==> src/rtl/operand_read.sv <==
// operand_read: decode-side operand fetch with write-back bypass, a 32-entry
// pending-write scoreboard for RAW/WAW hazards, and a valid/ready output
// register feeding EX.
module operand_read (
  input  logic        clk,
  input  logic        rst,
  input  logic        id_valid,
  output logic        id_ready,
  input  logic [4:0]  AA,
  input  logic [4:0]  BA,
  input  logic [4:0]  DA,
  input  logic        RW,
  input  logic [1:0]  MD,
  output logic [4:0]  rf_AA,
  output logic [4:0]  rf_BA,
  input  logic [31:0] rf_A,
  input  logic [31:0] rf_B,
  input  logic        wb_RW,
  input  logic [4:0]  wb_DA,
  input  logic [31:0] wb_BusD,
  input  logic        flush,
  input  logic        ex_ready,
  output logic        ex_valid,
  output logic [31:0] ex_A,
  output logic [31:0] ex_B,
  output logic [4:0]  ex_DA,
  output logic        ex_RW,
  output logic [1:0]  ex_MD,
  output logic [15:0] stall_cycles
);

  logic [31:0] pending, pending_nxt;
  logic [31:0] op_a, op_b;
  logic        blk_a, blk_b, blk_d, slot_free, issue;

  assign rf_AA = AA;
  assign rf_BA = BA;

  // Operand select: r0 is hard zero, same-cycle write-back beats the array.
  always_comb begin
    op_a = rf_A;
    op_b = rf_B;
    if (wb_RW && wb_DA == AA && wb_DA != 5'd0) op_a = wb_BusD;
    if (wb_RW && wb_DA == BA && wb_DA != 5'd0) op_b = wb_BusD;
    if (AA == 5'd0) op_a = 32'd0;
    if (BA == 5'd0) op_b = 32'd0;
  end

  // Hazard detection; a write-back landing this cycle releases the hazard
  // because the bypass supplies the data and frees the scoreboard entry.
  always_comb begin
    blk_a     = (AA != 5'd0) && pending[AA] && !(wb_RW && wb_DA == AA);
    blk_b     = (BA != 5'd0) && pending[BA] && !(wb_RW && wb_DA == BA);
    blk_d     = RW && (DA != 5'd0) && pending[DA] && !(wb_RW && wb_DA == DA);
    slot_free = !ex_valid || ex_ready;
    id_ready  = slot_free && !flush && !blk_a && !blk_b && !blk_d;
    issue     = id_valid && id_ready;
  end

  // Scoreboard update: write-back clears, issue re-arms (WAW), flush of the
  // held producer clears last so it overrides everything for that index.
  always_comb begin
    pending_nxt = pending;
    if (wb_RW && wb_DA != 5'd0) pending_nxt[wb_DA] = 1'b0;
    if (issue && RW && DA != 5'd0) pending_nxt[DA] = 1'b1;
    if (flush && ex_valid && ex_RW && ex_DA != 5'd0) pending_nxt[ex_DA] = 1'b0;
  end

  // Scoreboard state.
  always_ff @(posedge clk or posedge rst) begin
    if (rst) pending <= '0;
    else     pending <= pending_nxt;
  end

  // EX output register: load on issue, drain on flush or consumer accept.
  always_ff @(posedge clk or posedge rst) begin
    if (rst) begin
      ex_valid <= 1'b0;
      ex_A     <= '0;
      ex_B     <= '0;
      ex_DA    <= '0;
      ex_RW    <= 1'b0;
      ex_MD    <= '0;
    end else if (issue) begin
      ex_valid <= 1'b1;
      ex_A     <= op_a;
      ex_B     <= op_b;
      ex_DA    <= DA;
      ex_RW    <= RW;
      ex_MD    <= MD;
    end else if (flush || ex_ready) begin
      ex_valid <= 1'b0;
    end
  end

  // Saturating count of cycles an offered instruction was held back.
  always_ff @(posedge clk or posedge rst) begin
    if (rst)                                                 stall_cycles <= '0;
    else if (id_valid && !id_ready && stall_cycles != 16'hFFFF) stall_cycles <= stall_cycles + 16'd1;
  end

endmodule

==> config.mk <==
export PLATFORM = sky130hd
export DESIGN_NAME = operand_read
export DESIGN_NICKNAME = d
export VERILOG_FILES = /design/src/rtl/operand_read.sv
export SDC_FILE = /design/constraint.sdc
export NUM_CORES = 1
export LEC_CHECK = 0
export CAP_MARGIN = 30
export CORE_MARGIN = 1.5
export CORE_UTILIZATION = 30
export CTS_CLUSTER_DIAMETER = 60
export DETAILED_ROUTE_END_ITERATION = 12
export PLACE_DENSITY = 0.64
export SLEW_MARGIN = 15
export SYNTH_ARGS = -nofsm -noshare
export SYNTH_HDL_FRONTEND = slang
export SYNTH_SLANG_ARGS = --single-unit
export TNS_END_PERCENT = 50
==> constraint.sdc <==
create_clock -name clk -period 4 [get_ports clk]
set_input_delay 0.8 -clock clk [delete_from_list [all_inputs] [get_ports clk]]
set_output_delay 0.8 -clock clk [all_outputs]
set_load 0.02 [all_outputs]
==> results_tabular.tex <==
\begin{tabular}{lr}
\hline
Metric & Value \\
\hline
\multicolumn{2}{l}{\textbf{Power}} \\
Standby leakage power & 4.23 nW \\
Switching share of power & 0.325 \\
Part of the power in combinational logic & 0.296 \\
Psw & about 1.5 mW \\
Sequential cell fraction of total power & 0.351 \\
Power per cell area & 437 nW/um\^{}2 \\
Final total power & 4.62 mW \\
Clock power frac & 0.353 \\
Peak supply drop & 0.240 mV \\
Cell Int Power & 3.12 mW \\
\multicolumn{2}{l}{\textbf{Worst setup path}} \\
Critical Path AT & 3.10 ns \\
Beginning of the critical path & DA[4] \\
Buffers plus inverters on the worst setup path & 3 \\
Element type at the critical path start & input port \\
Total number of cells along the worst setup path & 9 \\
Endpoint kind of the worst setup timing path & output pin \\
Worst path required time & 3.20 ns \\
Worst setup path end & id\_ready \\
Cell family with the largest share of critical-path delay & buffers and inverters \\
Sequence of cells on the critical path & clkdlybuf4s50\_1 > buf\_4 > xor2\_1 > nor4\_1 > a31o\_2 > nor3\_1 > or3\_4 > nor2\_1 > clkdlybuf4s15\_1 \\
Worst setup path class & in2out \\
Number of cells traversed by the worst register-to-register path & 10 \\
Origin of the critical flop-to-flop path & pending[28]\$\_DFF\_PP0\_ \\
Crit-path max FO & 6 \\
Peak per-stage delay on the critical path & 0.50 ns \\
R2R Path End & ex\_B[9]\$\_DFFE\_PP0P\_ \\
Worst-case register-to-register setup slack & 0.94 ns \\
CP max stage cell & sky130\_fd\_sc\_hd\_\_clkdlybuf4s50\_1 \\
\multicolumn{2}{l}{\textbf{Synth}} \\
Cell types occupying the most area after synthesis & sky130\_fd\_sc\_hd\_\_dfrtp\_1, sky130\_fd\_sc\_hd\_\_mux2i\_1, sky130\_fd\_sc\_hd\_\_o31ai\_1 \\
Synthesized cell area & between 7000 and 8000 sq um \\
Count of flip-flops with a built-in enable after synthesis & 0 \\
Top post-synthesis cells by count & sky130\_fd\_sc\_hd\_\_dfrtp\_1, sky130\_fd\_sc\_hd\_\_nand2\_1, sky130\_fd\_sc\_hd\_\_mux2i\_1 \\
Main synth FF type & sky130\_fd\_sc\_hd\_\_dfrtp\_1 \\
Sequential-to-total area share from yosys stat & 0.427 \\
Synthesized instance count & 722 \\
Most numerous cell in the Yosys netlist & sky130\_fd\_sc\_hd\_\_dfrtp\_1 \\
Synthesized Nets & 848 \\
FFs w/ async S/R, synth & 1.00 \\
Flip-flop and latch count after synthesis & about 120 \\
Post-Synthesis Mean Instance Area & 9.83 sq um \\
Synth area leader & sky130\_fd\_sc\_hd\_\_dfrtp\_1 \\
Synth unique cells & 43 \\
Share of the synthesized area in the top cell type & 0.427 \\
Synth Warn \# & 0 \\
\multicolumn{2}{l}{\textbf{Global route}} \\
Pin count of the biggest net entering global routing & 70 \\
Global-route wire length before repair & 37.4 mm \\
All-Layer GR Usage & 0.200 \\
Number of antenna violations at the first check in global routing & 1 \\
Remaining global-route overflow & 0 \\
Vias in the first global route & 6463 \\
\multicolumn{2}{l}{\textbf{Layout}} \\
Fraction of final layout cells sized beyond drive strength 1 & 0.135 \\
\# nets final & about 1100 \\
Area Overhead vs Synth & 49.1\% \\
\multicolumn{2}{l}{\textbf{Die}} \\
Total Die Area & 24600 sq um \\
Core region area & around 23000 sq um \\
Vert. Die Dim & $\sim$160 microns \\
I/O pin count & 225 \\
Total number of placement rows & 56 \\
Die boundary width & 157 microns \\
Starting density of the core & 0.304 \\
\multicolumn{2}{l}{\textbf{Hold path}} \\
Hold crit path type & reg2reg \\
\multicolumn{2}{l}{\textbf{CTS}} \\
Hold Buf Count CTS & 0 \\
Maximum number of buffers from clock root to sink & 2 \\
Clock tree from TritonCTS & built \\
Sinks on the clock net & $\sim$120 \\
Root Buffer & sky130\_fd\_sc\_hd\_\_clkbuf\_16 \\
CTS Buf Count & 17 \\
Latest clock arrival within the worst-skew pair & 0.42 ns \\
Number of levels the H-tree was split into & 4 \\
Post-CTS Repair Setup Buffers & 0 \\
Clock transition at the registers of the reported paths & 0.06 ns \\
\multicolumn{2}{l}{\textbf{STA}} \\
Setup ws final & 0.104 ns \\
Worst clock skew & 0.0130 ns \\
Final setup vio count & 0 \\
Peak clock frequency supported by timing & around 260 MHz \\
Transition time at the pin with the least slew margin & slightly above 0.8 ns \\
Setup\_tns & 0 ns \\
Worst hold-check slack & 0.473 ns \\
Final critical path time including I/O delays and setup & 3.90 ns \\
Final Slew Violations & 0 \\
Unrepaired setup endpoints after global routing & no \\
Relative slew margins & 0.454 \\
Count of endpoints failing hold in the final timing report & 0 \\
Part of the cycle the worst path needs & 0.974 \\
\multicolumn{2}{l}{\textbf{Status}} \\
Result of the run & finished, final reports clean \\
\multicolumn{2}{l}{\textbf{Route}} \\
Wire length per cell & 19.2 microns \\
Drt first pass iters & 5 \\
Avg Vias per Cell & 5.12 \\
Residual DRC & 0 \\
WL final & around 25 mm \\
First DRT Iteration DRCs & 565 \\
Routed via count & $\sim$6600 \\
Residual antenna-violating net count after detailed routing & 0 \\
\multicolumn{2}{l}{\textbf{Placed design}} \\
Global placement routability congestion & 0.942 \\
Placement Setup Slack & -0.190 ns \\
Hpwl dp & 17.9 mm \\
Input/output buffers & 224 \\
\multicolumn{2}{l}{\textbf{Flow run}} \\
Max Cap Violations & 0 \\
\hline
\end{tabular}
[placed cells by master (no fill, tap or decap), types with 4 or more instances in the layout]
| cell | instances |
|---|---|
| sky130_fd_sc_hd__inv_1 | 6 |
| sky130_fd_sc_hd__mux2_2 | 8 |
| sky130_fd_sc_hd__o22ai_1 | 9 |
| sky130_fd_sc_hd__nand3_1 | 17 |
| sky130_fd_sc_hd__or4_1 | 23 |
| sky130_fd_sc_hd__dfrtp_1 | 121 |
| sky130_fd_sc_hd__nor2_1 | 35 |
| sky130_fd_sc_hd__inv_6 | 4 |
| sky130_fd_sc_hd__o21ai_0 | 41 |
| sky130_fd_sc_hd__a21oi_1 | 30 |
| sky130_fd_sc_hd__buf_4 | 54 |
| sky130_fd_sc_hd__nand3b_1 | 12 |
| sky130_fd_sc_hd__nand2b_1 | 4 |
| sky130_fd_sc_hd__xnor2_1 | 6 |
| sky130_fd_sc_hd__mux2i_1 | 84 |
| sky130_fd_sc_hd__or3_1 | 7 |
| sky130_fd_sc_hd__nor2b_1 | 4 |
| sky130_fd_sc_hd__nand2_1 | 91 |
| sky130_fd_sc_hd__o31ai_1 | 65 |
| sky130_fd_sc_hd__buf_12 | 7 |
| sky130_fd_sc_hd__clkinv_4 | 5 |
| sky130_fd_sc_hd__nor3_1 | 11 |
| sky130_fd_sc_hd__xor2_1 | 23 |
| sky130_fd_sc_hd__clkbuf_16 | 17 |
| sky130_fd_sc_hd__or3b_2 | 6 |
| sky130_fd_sc_hd__nor4_1 | 5 |
| sky130_fd_sc_hd__clkdlybuf4s50_1 | 223 |
| sky130_fd_sc_hd__mux4_2 | 14 |
[repair_timing]
item,CTS,global route
pin swaps,0,0
resized for setup,1,2
setup endpoints to repair,1,1
[worst register-to-register path: stages (launching register included)]
cell	delay, ns
sky130_fd_sc_hd__dfrtp_1	0.44
sky130_fd_sc_hd__mux2i_1	0.17
sky130_fd_sc_hd__o22ai_1	0.11
sky130_fd_sc_hd__nor4_2	0.32
sky130_fd_sc_hd__nor3_1	0.09
sky130_fd_sc_hd__or3_4	0.42
sky130_fd_sc_hd__buf_4	0.15
sky130_fd_sc_hd__or3_4	0.51
sky130_fd_sc_hd__buf_4	0.22
sky130_fd_sc_hd__buf_4	0.24
sky130_fd_sc_hd__o31ai_1	0.30
[worst min path at each step]
stage,cells after the start,endpoint,slack (ns),startpoint
2_1_floorplan,1,pending[0]$_DFF_PP0_,0.47,pending[0]$_DFF_PP0_
3_3_place_gp,2,ex_A[26]$_DFFE_PP0P_,0.46,ex_A[26]$_DFFE_PP0P_
3_5_place_dp,0,pending[0]$_DFF_PP0_,0.46,pending[0]$_DFF_PP0_
4_1_cts,0,pending[0]$_DFF_PP0_,0.48,pending[0]$_DFF_PP0_
5_1_grt,0,pending[0]$_DFF_PP0_,0.49,pending[0]$_DFF_PP0_
6_report,2,ex_B[30]$_DFFE_PP0P_,0.47,ex_B[30]$_DFFE_PP0P_
[flip-flops by register name, summed over array words and instances, names as in the netlist]
register and cells:
ex_A 32, ex_B 32, pending 32, stall_cycles 16, ex_DA 5, ex_MD 2
ex_RW 1, ex_valid 1
[layer usage]
layer,part of all wire,track usage,vias to the layer above
met1,0.43,0.263,3198
met5,0,0,-
li1,-,-,3131
met2,0.49,0.334,243
met3,0.063,0.0368,31
met4,0.014,0.0603,0
[kinds of logic (layout without fill, tap and decap cells)]
kind of cell	Yosys count	in the layout	share of synthesized area
fa+ha+maj	1	1	0.00176
other cells	0	1	0
compound gates	159	159	0.144
simple gates	229	229	0.163
flops	121	121	0.427
mux	106	106	0.176
xor+xnor	29	29	0.0358
buf+inv	77	324	0.0531
[final cells by class]
class	instances	area (sq um)
multi-input cells	524	3720
well taps	319	399
flip-flops and latches	121	3030
clock inverters	15	190
clock buffers	17	425
diodes	1	2.50
inverters	7	30.0
repair buffers	285	2790
fillers	2211	12800
[metrics by stage]
stage,utilization,cell area (sq um),std cells
after floorplan,-,7100,722
after global placement,0.427,9960,1256
after detailed placement,0.427,9960,1256
after CTS,0.453,10600,1288
after global routing,0.453,10600,1288
final,0.453,10600,1289
[power by group through the flow]
stage               sequential (mW)  combinational (mW)  clock [mW]
finish                         1.62                1.37        1.63
global route                   1.66                1.47        1.72
CTS                            1.62                1.38        1.67
detailed placement             1.64                1.38           0
global placement               1.64                1.37           0
floorplan                      1.84               0.451           0
(Power assumes the default switching activity.)
